## config.mk

```make
export PLATFORM = sky130hd
export DESIGN_NAME = noc_exu_endpoint_flat
export DESIGN_NICKNAME = d
export VERILOG_FILES = /design/src/rtl/noc_exu_endpoint_if.sv /design/src/rtl/noc_exu_endpoint.sv /design/src/flat_wrapper.sv
export SDC_FILE = /design/constraint.sdc
export NUM_CORES = 1
export LEC_CHECK = 0
export ABC_CLOCK_PERIOD_IN_PS = 5900
export CORE_MARGIN = 2
export CORE_UTILIZATION = 52
export DETAILED_ROUTE_END_ITERATION = 10
export PLACE_DENSITY = 0.79
export SLEW_MARGIN = 20
export SYNTH_ARGS = -nofsm -noshare
export SYNTH_HDL_FRONTEND = slang
export SYNTH_SLANG_ARGS = --single-unit
```

## constraint.sdc

```tcl
create_clock -name clk -period 5.9 [get_ports clk]
set_clock_uncertainty 0.05 [all_clocks]
set_input_delay 0.59 -clock clk [delete_from_list [all_inputs] [get_ports clk]]
set_output_delay 0.59 -clock clk [all_outputs]
set_load 0.005 [all_outputs]
```

## src/rtl/noc_exu_endpoint_if.sv

```systemverilog
// -----------------------------------------------------------------------------
// noc_exu_endpoint_if
// Bundle of the handshake / data signals between an EXU NoC endpoint, the NoC
// and the execution unit it serves.
//   down_*   : NoC -> endpoint flit stream (valid/ready)
//   req_*    : endpoint -> unit assembled request (valid/ready)
//   rsp_*    : unit -> endpoint result pulse (no back-pressure)
//   up_*     : endpoint -> NoC flit stream (valid/ready)
//   rsp_err  : result arrived with nothing awaiting it
//   drop_err : packet discarded on destination mismatch
// Modports:
//   slave  : the endpoint's view
//   master : the environment's view (NoC + unit)
// -----------------------------------------------------------------------------
interface noc_exu_endpoint_if #(
    parameter int FLIT_BITS = 32,
    parameter int REQ_BITS  = 64,
    parameter int RSP_BITS  = 32,
    parameter int SIDE_BITS = 8
);
    logic                 down_valid;
    logic [FLIT_BITS-1:0] down_data;
    logic                 down_ready;

    logic                 req_valid;
    logic [REQ_BITS-1:0]  req_data;
    logic [SIDE_BITS-1:0] req_side;
    logic                 req_ready;

    logic                 rsp_valid;
    logic [RSP_BITS-1:0]  rsp_data;

    logic                 up_valid;
    logic [FLIT_BITS-1:0] up_data;
    logic                 up_ready;

    logic                 rsp_err;
    logic                 drop_err;

    modport slave (
        input  down_valid, down_data, req_ready, rsp_valid, rsp_data, up_ready,
        output down_ready, req_valid, req_data, req_side, up_valid, up_data,
               rsp_err, drop_err
    );

    modport master (
        output down_valid, down_data, req_ready, rsp_valid, rsp_data, up_ready,
        input  down_ready, req_valid, req_data, req_side, up_valid, up_data,
               rsp_err, drop_err
    );
endinterface

```

## src/rtl/noc_exu_endpoint.sv

```systemverilog
// -----------------------------------------------------------------------------
// noc_exu_endpoint
// NoC endpoint for an in-order execution unit. Incoming multi-flit packets are
// deserialised into one wide request plus sideband; the requester's address is
// queued per issued op, and each unit result is serialised back to it.
//
// Ports:
//   clk    : NoC clock
//   rst_l  : asynchronous active-low reset
//   flush  : synchronous flush, highest priority, returns to reset state
//   bus    : noc_exu_endpoint_if.slave (down/req/rsp/up streams, error pulses)
//
// Optional feature (macro NOC_EP_DST_CHECK_EN):
//   defined   : headers with dst != MY_ADDR are consumed and dropped, drop_err
//               pulses once after the last payload flit
//   undefined : dst ignored, every packet issued, drop_err tied low
//
// Receive FSM
//   state   | meaning
//   RX_HDR  | waiting for header flit
//   RX_BODY | shifting in REQ_FLITS payload flits
//   RX_HOLD | request presented to unit (needs credit)
// Transmit FSM
//   state   | meaning
//   TX_IDLE | no queued result
//   TX_HDR  | header flit to source-FIFO head on up_data
//   TX_BODY | RSP_FLITS payload flits on up_data
// -----------------------------------------------------------------------------
module noc_exu_endpoint #(
    parameter int FLIT_BITS = 32,
    parameter int REQ_BITS  = 64,
    parameter int RSP_BITS  = 32,
    parameter int ADDR_BITS = 4,
    parameter int SIDE_BITS = 8,
    parameter int DEPTH     = 4,
    parameter int MY_ADDR   = 0
) (
    input logic                clk,
    input logic                rst_l,
    input logic                flush,
    noc_exu_endpoint_if.slave  bus
);
    localparam int REQ_FLITS = (REQ_BITS + FLIT_BITS - 1) / FLIT_BITS;
    localparam int RSP_FLITS = (RSP_BITS + FLIT_BITS - 1) / FLIT_BITS;
    localparam int REQ_PAD   = REQ_FLITS * FLIT_BITS;
    localparam int RSP_PAD   = RSP_FLITS * FLIT_BITS;
    localparam int RXB_W     = $clog2(REQ_FLITS + 1);
    localparam int TXB_W     = $clog2(RSP_FLITS + 1);
    localparam int PTR_W     = $clog2(DEPTH);
    localparam int CNT_W     = PTR_W + 1;

    localparam logic [RXB_W-1:0] RX_LAST = RXB_W'(REQ_FLITS - 1);
    localparam logic [TXB_W-1:0] TX_LAST = TXB_W'(RSP_FLITS - 1);

    localparam logic [1:0] RX_HDR  = 2'd0;
    localparam logic [1:0] RX_BODY = 2'd1;
    localparam logic [1:0] RX_HOLD = 2'd2;

    localparam logic [1:0] TX_IDLE = 2'd0;
    localparam logic [1:0] TX_HDR  = 2'd1;
    localparam logic [1:0] TX_BODY = 2'd2;

    logic [1:0]           rx_state_q, rx_state_d;
    logic [RXB_W-1:0]     rx_beat_q, rx_beat_d;
    logic [ADDR_BITS-1:0] src_q, src_d;
    logic [SIDE_BITS-1:0] side_q, side_d;
    logic                 drop_q, drop_d;
    logic [REQ_PAD-1:0]   shreg_q, shreg_d;

    logic [1:0]           tx_state_q, tx_state_d;
    logic [TXB_W-1:0]     tx_beat_q, tx_beat_d;

    logic [ADDR_BITS-1:0] sf_mem [DEPTH];
    logic [RSP_BITS-1:0]  rf_mem [DEPTH];
    logic [PTR_W-1:0]     sf_wr_q, sf_rd_q, rf_wr_q, rf_rd_q;
    logic [CNT_W-1:0]     sf_cnt_q, sf_cnt_d;
    logic [CNT_W-1:0]     rf_cnt_q, rf_cnt_d;
    logic                 rsp_err_q;

    logic                 down_ready, req_valid, up_valid;
    logic                 rx_xfer, rx_last, issue, up_xfer, tx_last;
    logic                 res_push, rsp_err_d, hdr_drop;
    logic [CNT_W-1:0]     awaiting;
    logic [RSP_PAD-1:0]   rsp_pad;
    logic [FLIT_BITS-1:0] up_data_c;

    // Held low during reset so every output reads 0 while rst_l is asserted.
    assign down_ready = rst_l && (rx_state_q != RX_HOLD);
    // Source-FIFO occupancy doubles as the outstanding-operation counter.
    assign req_valid  = (rx_state_q == RX_HOLD) && (sf_cnt_q < CNT_W'(DEPTH));
    assign up_valid   = (tx_state_q != TX_IDLE);

    assign rx_xfer  = bus.down_valid && down_ready;
    assign rx_last  = rx_xfer && (rx_state_q == RX_BODY) && (rx_beat_q == RX_LAST);
    assign issue    = req_valid && bus.req_ready;
    assign up_xfer  = up_valid && bus.up_ready;
    assign tx_last  = up_xfer && (tx_state_q == TX_BODY) && (tx_beat_q == TX_LAST);

    assign awaiting  = sf_cnt_q - rf_cnt_q;
    assign res_push  = bus.rsp_valid && (awaiting != '0) && !flush;
    assign rsp_err_d = bus.rsp_valid && (awaiting == '0) && !flush;

    assign sf_cnt_d = sf_cnt_q + CNT_W'(issue) - CNT_W'(tx_last);
    assign rf_cnt_d = rf_cnt_q + CNT_W'(res_push) - CNT_W'(tx_last);

`ifdef NOC_EP_DST_CHECK_EN
    assign hdr_drop = (bus.down_data[ADDR_BITS-1:0] != ADDR_BITS'(MY_ADDR));
`else
    assign hdr_drop = 1'b0;
`endif

    always_comb begin
        rx_state_d = rx_state_q;
        rx_beat_d  = rx_beat_q;
        src_d      = src_q;
        side_d     = side_q;
        drop_d     = drop_q;
        shreg_d    = shreg_q;
        case (rx_state_q)
            RX_HDR: begin
                if (rx_xfer) begin
                    src_d      = bus.down_data[2*ADDR_BITS-1:ADDR_BITS];
                    side_d     = bus.down_data[2*ADDR_BITS+SIDE_BITS-1:2*ADDR_BITS];
                    drop_d     = hdr_drop;
                    rx_beat_d  = '0;
                    rx_state_d = RX_BODY;
                end
            end
            RX_BODY: begin
                if (rx_xfer) begin
                    // Least-significant chunk arrives first: shift in from the top.
                    shreg_d = REQ_PAD'({bus.down_data, shreg_q} >> FLIT_BITS);
                    if (rx_beat_q == RX_LAST) begin
                        rx_beat_d  = '0;
                        rx_state_d = drop_q ? RX_HDR : RX_HOLD;
                    end else begin
                        rx_beat_d = rx_beat_q + 1'b1;
                    end
                end
            end
            RX_HOLD: begin
                if (issue) rx_state_d = RX_HDR;
            end
            default: rx_state_d = RX_HDR;
        endcase
    end

    always_comb begin
        tx_state_d = tx_state_q;
        tx_beat_d  = tx_beat_q;
        case (tx_state_q)
            TX_IDLE: begin
                // Looking at the post-push count lets up_valid rise right after the push.
                if (rf_cnt_d != '0) tx_state_d = TX_HDR;
            end
            TX_HDR: begin
                if (up_xfer) begin
                    tx_beat_d  = '0;
                    tx_state_d = TX_BODY;
                end
            end
            TX_BODY: begin
                if (up_xfer) begin
                    if (tx_beat_q == TX_LAST) begin
                        tx_beat_d  = '0;
                        tx_state_d = (rf_cnt_d != '0) ? TX_HDR : TX_IDLE;
                    end else begin
                        tx_beat_d = tx_beat_q + 1'b1;
                    end
                end
            end
            default: tx_state_d = TX_IDLE;
        endcase
    end

    assign rsp_pad = RSP_PAD'(rf_mem[rf_rd_q]);

    always_comb begin
        up_data_c = '0;
        case (tx_state_q)
            TX_HDR: begin
                up_data_c[ADDR_BITS-1:0]           = sf_mem[sf_rd_q];
                up_data_c[2*ADDR_BITS-1:ADDR_BITS] = ADDR_BITS'(MY_ADDR);
            end
            TX_BODY: up_data_c = FLIT_BITS'(rsp_pad >> (int'(tx_beat_q) * FLIT_BITS));
            default: up_data_c = '0;
        endcase
    end

    always_ff @(posedge clk or negedge rst_l) begin
        if (!rst_l) begin
            rx_state_q <= RX_HDR;
            rx_beat_q  <= '0;
            src_q      <= '0;
            side_q     <= '0;
            drop_q     <= 1'b0;
            shreg_q    <= '0;
            tx_state_q <= TX_IDLE;
            tx_beat_q  <= '0;
            sf_wr_q    <= '0;
            sf_rd_q    <= '0;
            rf_wr_q    <= '0;
            rf_rd_q    <= '0;
            sf_cnt_q   <= '0;
            rf_cnt_q   <= '0;
            rsp_err_q  <= 1'b0;
        end else if (flush) begin
            rx_state_q <= RX_HDR;
            rx_beat_q  <= '0;
            src_q      <= '0;
            side_q     <= '0;
            drop_q     <= 1'b0;
            shreg_q    <= '0;
            tx_state_q <= TX_IDLE;
            tx_beat_q  <= '0;
            sf_wr_q    <= '0;
            sf_rd_q    <= '0;
            rf_wr_q    <= '0;
            rf_rd_q    <= '0;
            sf_cnt_q   <= '0;
            rf_cnt_q   <= '0;
            rsp_err_q  <= 1'b0;
        end else begin
            rx_state_q <= rx_state_d;
            rx_beat_q  <= rx_beat_d;
            src_q      <= src_d;
            side_q     <= side_d;
            drop_q     <= drop_d;
            shreg_q    <= shreg_d;
            tx_state_q <= tx_state_d;
            tx_beat_q  <= tx_beat_d;
            sf_wr_q    <= sf_wr_q + PTR_W'(issue);
            sf_rd_q    <= sf_rd_q + PTR_W'(tx_last);
            rf_wr_q    <= rf_wr_q + PTR_W'(res_push);
            rf_rd_q    <= rf_rd_q + PTR_W'(tx_last);
            sf_cnt_q   <= sf_cnt_d;
            rf_cnt_q   <= rf_cnt_d;
            rsp_err_q  <= rsp_err_d;
        end
    end

    // FIFO storage needs no reset; occupancy is tracked by the counters above.
    always_ff @(posedge clk) begin
        if (issue && !flush) sf_mem[sf_wr_q] <= src_q;
        if (res_push)        rf_mem[rf_wr_q] <= bus.rsp_data;
    end

`ifdef NOC_EP_DST_CHECK_EN
    logic drop_err_q;
    always_ff @(posedge clk or negedge rst_l) begin
        if (!rst_l)     drop_err_q <= 1'b0;
        else if (flush) drop_err_q <= 1'b0;
        else            drop_err_q <= rx_last && drop_q;
    end
    assign bus.drop_err = drop_err_q;
`else
    assign bus.drop_err = 1'b0;
`endif

    assign bus.down_ready = down_ready;
    assign bus.req_valid  = req_valid;
    assign bus.req_data   = REQ_BITS'(shreg_q);
    assign bus.req_side   = side_q;
    assign bus.up_valid   = up_valid;
    assign bus.up_data    = up_data_c;
    assign bus.rsp_err    = rsp_err_q;
endmodule

```

## src/flat_wrapper.sv

```systemverilog
// flat-port wrapper written by rule: the top's interface ports become plain ports
module noc_exu_endpoint_flat 
#(
    parameter int FLIT_BITS = 32,
    parameter int REQ_BITS  = 64,
    parameter int RSP_BITS  = 32,
    parameter int ADDR_BITS = 4,
    parameter int SIDE_BITS = 8,
    parameter int DEPTH     = 4,
    parameter int MY_ADDR   = 0
)
  (clk, rst_l, flush, bus_down_valid, bus_down_data, bus_req_ready, bus_rsp_valid, bus_rsp_data, bus_up_ready, bus_down_ready, bus_req_valid, bus_req_data, bus_req_side, bus_up_valid, bus_up_data, bus_rsp_err, bus_drop_err);
  noc_exu_endpoint_if #(.FLIT_BITS(FLIT_BITS), .REQ_BITS(REQ_BITS), .RSP_BITS(RSP_BITS), .SIDE_BITS(SIDE_BITS)) bus_i ();
  input logic clk;
  input logic rst_l;
  input logic flush;
  input wire logic [$bits(bus_i.down_valid)-1:0] bus_down_valid;
  input wire logic [$bits(bus_i.down_data)-1:0] bus_down_data;
  input wire logic [$bits(bus_i.req_ready)-1:0] bus_req_ready;
  input wire logic [$bits(bus_i.rsp_valid)-1:0] bus_rsp_valid;
  input wire logic [$bits(bus_i.rsp_data)-1:0] bus_rsp_data;
  input wire logic [$bits(bus_i.up_ready)-1:0] bus_up_ready;
  output wire logic [$bits(bus_i.down_ready)-1:0] bus_down_ready;
  output wire logic [$bits(bus_i.req_valid)-1:0] bus_req_valid;
  output wire logic [$bits(bus_i.req_data)-1:0] bus_req_data;
  output wire logic [$bits(bus_i.req_side)-1:0] bus_req_side;
  output wire logic [$bits(bus_i.up_valid)-1:0] bus_up_valid;
  output wire logic [$bits(bus_i.up_data)-1:0] bus_up_data;
  output wire logic [$bits(bus_i.rsp_err)-1:0] bus_rsp_err;
  output wire logic [$bits(bus_i.drop_err)-1:0] bus_drop_err;
  assign bus_i.down_valid = bus_down_valid;
  assign bus_i.down_data = bus_down_data;
  assign bus_i.req_ready = bus_req_ready;
  assign bus_i.rsp_valid = bus_rsp_valid;
  assign bus_i.rsp_data = bus_rsp_data;
  assign bus_i.up_ready = bus_up_ready;
  assign bus_down_ready = bus_i.down_ready;
  assign bus_req_valid = bus_i.req_valid;
  assign bus_req_data = bus_i.req_data;
  assign bus_req_side = bus_i.req_side;
  assign bus_up_valid = bus_i.up_valid;
  assign bus_up_data = bus_i.up_data;
  assign bus_rsp_err = bus_i.rsp_err;
  assign bus_drop_err = bus_i.drop_err;
  noc_exu_endpoint #(.FLIT_BITS(FLIT_BITS), .REQ_BITS(REQ_BITS), .RSP_BITS(RSP_BITS), .ADDR_BITS(ADDR_BITS), .SIDE_BITS(SIDE_BITS), .DEPTH(DEPTH), .MY_ADDR(MY_ADDR)) u_core (.clk(clk), .rst_l(rst_l), .flush(flush), .bus(bus_i));
endmodule
```

Yosys cells after proc, flatten, opt, wreduce, memory -nomap -nowiden
Memory sizes are Yosys's and may differ from the RTL's.
Cells that the tools add are included.
{"block": "totals", "out_inout_bits": 109, "inputBits": 71, "ram_bits": 144, "n_memories": 2, "word_cells": 124, "ff_bits": 99}
{"block": "classes", "order_cmp": 1, "n_reduce_logical": 30, "mux": 49, "add_sub_neg": 11, "eq_ne": 14, "bitwise": 1, "shifts": 1}
{"memory": "u_core.rf_mem", "depth": 4, "width": 32, "read_ports": 1, "rd_clocked_by_memory_dff": 0, "write_ports": 1, "line": "noc_exu_endpoint.sv:74", "rtl": "logic [RSP_BITS-1:0] rf_mem [DEPTH];"}
{"memory": "u_core.sf_mem", "depth": 4, "width": 4, "read_ports": 1, "rd_clocked_by_memory_dff": 0, "write_ports": 1, "line": "noc_exu_endpoint.sv:73", "rtl": "logic [ADDR_BITS-1:0] sf_mem [DEPTH];"}
{"op": "64-bit two-way mux", "count": 3}
{"op": "2-bit two-way mux", "count": 19}
{"op": "32-bit by 6-bit right shift with 32-bit output", "count": 1}
{"op": "24-bit two-way mux", "count": 1}
{"op": "8-bit two-way mux", "count": 3}
{"op": "3-bit by 2-bit inequality test with 1-bit output (second input constant)", "count": 6}
{"op": "8-bit one-hot mux with 2 select lines", "count": 1}
{"op": "1-bit two-way mux", "count": 13}
{"op": "1-bit logical AND", "count": 12}
{"op": "4-bit two-way mux", "count": 3}
{"op": "2-bit one-hot mux with 3 select lines", "count": 2}
{"op": "3-bit nonzero test", "count": 4}
{"op": "2-bit by 1-bit adder with 2-bit output", "count": 4}
{"op": "4-bit AND reduction", "count": 2}
{"op": "2-bit nonzero test", "count": 4}
{"op": "3-bit by 1-bit adder with 3-bit output", "count": 2}
{"op": "2-bit by 1-bit equality test with 1-bit output (second input constant)", "count": 3}
{"op": "3-bit two-way mux", "count": 2}
{"op": "3-bit inequality test (second input constant)", "count": 2}
{"op": "3-bit AND reduction", "count": 2}
{"op": "3-bit by 1-bit subtractor with 3-bit output", "count": 2}
{"op": "2-bit equality test (second input constant)", "count": 2}
{"op": "2-bit zero test", "count": 2}
{"op": "2-bit one-hot mux with 2 select lines", "count": 1}
{"op": "other kinds (10)", "count": 11}

Logic depth before layout (Yosys ltp)
{"block": "depth", "depth_word": 12, "mapped_depth": 15, "mapped_depth_nobuf": 14}

Least setup slack after synthesis
Ideal clock, no wire load.
{"block": "synth_timing", "kind": "input port to flip-flop", "startpoint": "in flush", "endpoint": "mem u_core.rf_mem[0][0] (enable)", "stages": 4, "path_slack_ns": 1.820, "setup_ns": 0.468, "required_time_ns": 5.382, "arrival_ns": 3.562, "path_buffers": 1, "cell_sequence": "clkbuf_1 > nand2b_1 > a31oi_2 > nor3b_1"}
{"block": "synth_via", "elab_chain_len": 4}
{"element": "from (decl)", "line": "flat_wrapper.sv:16", "rtl": "input logic flush;"}
{"element": "1-bit zero test", "line": "noc_exu_endpoint.sv:100", "rtl": "assign res_push = bus.rsp_valid && (awaiting != '0) && !flush;"}
{"element": "1-bit logical AND", "line": "noc_exu_endpoint.sv:100"}
{"element": "1-bit two-way mux", "line": "noc_exu_endpoint.sv:245", "rtl": "if (res_push) rf_mem[rf_wr_q] <= bus.rsp_data;"}
{"element": "1-bit two-way mux (implied by the code)", "line": "noc_exu_endpoint.sv:245"}
{"element": "to (decl)", "line": "noc_exu_endpoint.sv:74"}
Every way passes these cells.

Final worst setup path
{"block": "layout_timing", "startpoint": "reg u_core.rf_rd_q[0]", "endpoint": "out bus_up_data[1]"}
{"block": "layout_via", "elab_chain_len": 3}
{"element": "from (decl)", "line": "noc_exu_endpoint.sv:75", "rtl": "logic [PTR_W-1:0] sf_wr_q, sf_rd_q, rf_wr_q, rf_rd_q;"}
{"element": "from (signal assigned)", "line": "noc_exu_endpoint.sv:235", "rtl": "rf_rd_q <= rf_rd_q + PTR_W'(tx_last);"}
{"element": "memory read 4 x 32 bit"}
{"element": "32-bit by 6-bit right shift with 32-bit output", "line": "noc_exu_endpoint.sv:185", "rtl": "TX_BODY: up_data_c = FLIT_BITS'(rsp_pad >> (int'(tx_beat_q) * FLIT_BITS));"}
{"element": "8-bit one-hot mux with 2 select lines", "line": "noc_exu_endpoint.sv:180", "rtl": "case (tx_state_q)"}
{"element": "to (decl)", "line": "flat_wrapper.sv:28", "rtl": "output wire logic [$bits(bus_i.up_data)-1:0] bus_up_data;"}
Every way passes these cells.

==> impl.org <==
** Timing
- The number of hold-slack violations in the final timing report is 0.
- Maximum clock rate :: 294 MHz
- Relative max-transition margin :: 32.2%
- Setup repair after global routing left no endpoint under its margin.
- Final setup violation count :: 0
- Max-slew violation total from the final report :: 0
- Measured slew at the worst slew-check pin :: 1.02 ns
- After layout, the worst path uses 57.6% of the clock period.
- Adding up every negative setup slack in the final design gives 0 ns.
- Final critical-path required period :: 3.40 ns

** Critical path
- R2r worst-path depth :: 13
- Critical path required time :: 5.26 ns
- The worst setup path is captured at an output port.
- Critical Path Start Type :: register
- Reg-to-reg slack, setup :: 2.54 ns
- Of all nets on the critical path, the largest fanout is 33.
- Data arrival time of the critical path :: 2.76 ns
- Reg-to-reg critical path startpoint :: u_core.tx_state_q[0]
- Endpoint of the most critical register-to-register path :: u_core.tx_state_q[1]
- Critical setup path kind :: register to output port

** Synth
- Net Count, Synth :: 775
- The synthesized netlist devotes 11.0% of its cell area to simple gates.
- Yosys mapped the design onto 37 distinct sky130hd cell types.
- In this run, synthesis inferred 144 flip-flops with an integrated enable.
- Syn avg cell area :: 14.3 um^2
- Synth top cells by count :: sky130_fd_sc_hd__nand2_1 (156), sky130_fd_sc_hd__edfxtp_1 (144), sky130_fd_sc_hd__dfrtp_1 (97)
- Of the total synthesized cell area, the portion taken by XOR and XNOR cells is 0.945%.
- Post-synthesis mux area share :: 8.94%
- Portion of the post-synthesis area used by sequential elements :: 68.9%
- Top_reg_cell synth :: sky130_fd_sc_hd__edfxtp_1
- For this run, asynchronously set or reset flops after synthesis account for 40.2%.
- Netlist area before placement :: 9800 um^2
- Number of instances in the synthesized netlist :: 687
- Yosys top cell area share :: 44.1%
- Main combinational cell family by area after synthesis :: simple AND/OR/NAND/NOR gates
- Yosys printed 0 warnings.
- In this run, synthesis produced a sequential element count of 241.
- Ranking of synthesized cells by area :: sky130_fd_sc_hd__edfxtp_1 (44%), sky130_fd_sc_hd__dfrtp_1 (25%), sky130_fd_sc_hd__nand2_1 (6.0%)
- Most common cell in the synthesized netlist :: sky130_fd_sc_hd__nand2_1
- Summing the areas of all compound-gate instances in the mapped netlist gives 4.99% of the synthesized area.
- The synthesized netlist devotes 2.32% of its cell area to adder and majority cells.
- The biggest area contributor in the post-synthesis netlist is sky130_fd_sc_hd__edfxtp_1.

** GRT
- GRT Total Usage :: 20.5%
- Entering global routing, the biggest net connects 98 pins.
- The first global-routing pass estimated 32400 um of wire.
- Number of antenna violations at the first check in global routing :: 1
- Sum of overflow across all layers after global routing :: 0
- The number of global-route vias before repair came to 6112.

** Final layout
- Share of layout cells above drive strength 1 :: 8.86%
- At the end of the flow the core is filled with cells to 67.4%.
- In the final design database the tool counted 950 nets.
- The count of cells in the finished layout, fillers not included, comes to 1115.
- From synthesis to final layout, the design area changed by 27.7%.

** Power and ir drop
- VDD sags by at most 0.253 mV.
- Internal power comes to 2.78 mW.
- Power per standard cell area :: 277 nW/um^2
- In this run the power spent charging and discharging nets is 0.689 mW.
- Part of the power in combinational logic :: 4.3%
- Net switching share of the total power :: 19.9%
- Relative contribution of the clock network to total power :: 43.6%
- In this run the static leakage power is 4.59 nW.
- Sequential cells account for 52.2% of the total power.

** Floorplan
- Ports :: 180
- The floorplan step set the die width to 141 um.
- In this run the vertical extent of the chip is 141 um.
- Row generation in the floorplan step produced 50 rows.
- The core region is 18600 um^2.
- The floorplan step defined a die boundary enclosing 20000 um^2.
- Initial core utilization :: 52.8%

** Clock tree
- TritonCTS built the clock tree.
- The cell sitting at the root of the clock tree is a sky130_fd_sc_hd__clkbuf_16.
- Postcts setup bufs :: 0
- CTS saw 241 sinks.
- CTS clk-pin slew, worst paths :: 0.06 ns
- Number of buffers added by the clock tree synthesis step :: 24
- Number of levels the H-tree was split into :: 1
- Post-CTS repair changed the size of 0 cells.
- Worst-case clock buffer depth :: 3
- Clock latency on the worst-skew pair :: 0.50 ns
- Buffers inserted to repair hold after CTS numbered 1.

** Hold path
- Capture endpoint of the worst hold path :: u_core.bus.rsp_err
- Kind of path behind the tightest hold check :: input pin to register
- Hold path startpoint :: flush
- Number of cells traversed by the worst hold path :: 3

** Drt
- The pre-antenna-repair detailed-routing pass consisted of 4 iterations.
- Overall via count from detail_route :: 5997
- Mean routed wirelength per cell :: 18.2 um
- Via-per-instance ratio :: 5.38
- Post-route DRC violation count :: 0
- The routed design has 20300 um of wire.
- For this block, the initial DRC count from the detailed router was 345.
- Once detail routing completed, the nets flagged for antenna violations numbered 0.

** Placement
- Count of input and output buffers :: 178
- GP Congestion :: 0.785
- Post-DP HPWL :: 12400 um
- Number of cells in the design after placement :: 1069

** Flow run
- Number of max-capacitance violations reported :: 0

** Outcome
- Result of the run :: completed
-- cell families (layout without fill, tap and decap cells) --
group           after synthesis  in the layout
flops                       241            241
simple gates                237            237
compound gates               92             92
buf+inv                      52            245
mux                          38             38
fa+ha+maj                    17             17
xor+xnor                      9              9
other cells                   1              2
-- cell usage in the layout, fill, tap and decap left out, types with 2 or more instances in the layout --
master and n:
sky130_fd_sc_hd__and2_1 26, sky130_fd_sc_hd__ha_1 14, sky130_fd_sc_hd__clkbuf_1 4, sky130_fd_sc_hd__nand2b_1 5, sky130_fd_sc_hd__a21oi_1 80, sky130_fd_sc_hd__mux4_1 12, sky130_fd_sc_hd__bufinv_16 3, sky130_fd_sc_hd__buf_4 11
sky130_fd_sc_hd__clkinv_2 5, sky130_fd_sc_hd__fa_1 2, sky130_fd_sc_hd__edfxtp_1 144, sky130_fd_sc_hd__clkinv_1 4, sky130_fd_sc_hd__mux2i_1 2, sky130_fd_sc_hd__clkdlybuf4s50_1 176, sky130_fd_sc_hd__xnor2_1 7, sky130_fd_sc_hd__nor3b_1 3
sky130_fd_sc_hd__dfrtp_1 96, sky130_fd_sc_hd__o21ai_0 4, sky130_fd_sc_hd__nand3b_1 2, sky130_fd_sc_hd__mux4_2 24, sky130_fd_sc_hd__inv_1 12, sky130_fd_sc_hd__nor3_1 3, sky130_fd_sc_hd__clkbuf_16 25, sky130_fd_sc_hd__nor2b_1 15
sky130_fd_sc_hd__nor2_1 13, sky130_fd_sc_hd__and3b_1 5, sky130_fd_sc_hd__nand2_1 156, sky130_fd_sc_hd__and3_1 5, sky130_fd_sc_hd__a22oi_1 4
-- sequential cells by signal, indices dropped and copies added, names as in the netlist, 3 cells and up --
name                 count
u_core.bus.req_data     64
u_core.sf_mem           16
u_core.bus.req_side      8
u_core.sf_cnt_q          3
u_core.rf_cnt_q          3
u_core.src_q             4
u_core.rf_mem          128
-- stage by stage --
step,cell area [um^2],hold slack [ns],power (mW),worst slack (ns)
3_3_place_gp,11700,0.451,1.99,2.38
3_5_place_dp,11700,0.465,1.99,2.23
2_1_floorplan,9800,0.244,1.89,1.82
4_1_cts,12500,0.342,3.50,2.13
5_1_grt,12500,0.356,3.57,2.27
6_report,12500,0.350,3.47,2.50
-- final cells by class --
type	instances	area, um^2
multi-input cells	394	2770
clock buffers	29	641
clock inverters	15	151
inverters	12	45.0
well taps	234	293
repair buffers	189	1860
fillers	1261	6060
diodes	1	2.50
flip-flops and latches	241	6760
-- worst max path at each step --
stage                         startpoint                   end  slack [ns]  cells past startpoint
detailed placement  u_core.tx_state_q[0]  u_core.tx_state_q[1]        2.23                     13
floorplan                          flush   u_core.rf_mem[0][0]        1.82                      4
global route        u_core.tx_state_q[0]  u_core.tx_state_q[1]        2.27                     13
finish                 u_core.rf_rd_q[0]        bus_up_data[1]        2.50                      4
global placement    u_core.tx_state_q[0]  u_core.tx_state_q[1]        2.38                     13
CTS                 u_core.tx_state_q[0]  u_core.tx_state_q[1]        2.13                     13
-- metal layers --
layer  vias to the layer above  part of all wire (%)  track usage (%)
li1                       2791                     -                -
met5                         -                     0                0
met2                       194                    50             34.1
met1                      2988                    40             26.8
met3                        24                   8.6             6.38
met4                         0                   1.7             4.63
-- power groups by stage --
stage | Clock [mW] | Sequential, mW | Combinational, mW
3_5_place_dp | 0 | 1.84 | 0.147
3_3_place_gp | 0 | 1.84 | 0.144
5_1_grt | 1.60 | 1.81 | 0.163
4_1_cts | 1.54 | 1.81 | 0.149
6_report | 1.51 | 1.81 | 0.148
2_1_floorplan | 0 | 1.84 | 0.0458
-- critical path, cell delays in order, from the launching register on --
cell,delay [ns]
sky130_fd_sc_hd__dfrtp_4,0.82
sky130_fd_sc_hd__mux4_1,0.67
sky130_fd_sc_hd__a22oi_1,0.22
sky130_fd_sc_hd__nor2b_1,0.09
sky130_fd_sc_hd__clkdlybuf4s50_1,0.45
Note: power is estimated with default switching activity, not from simulation.
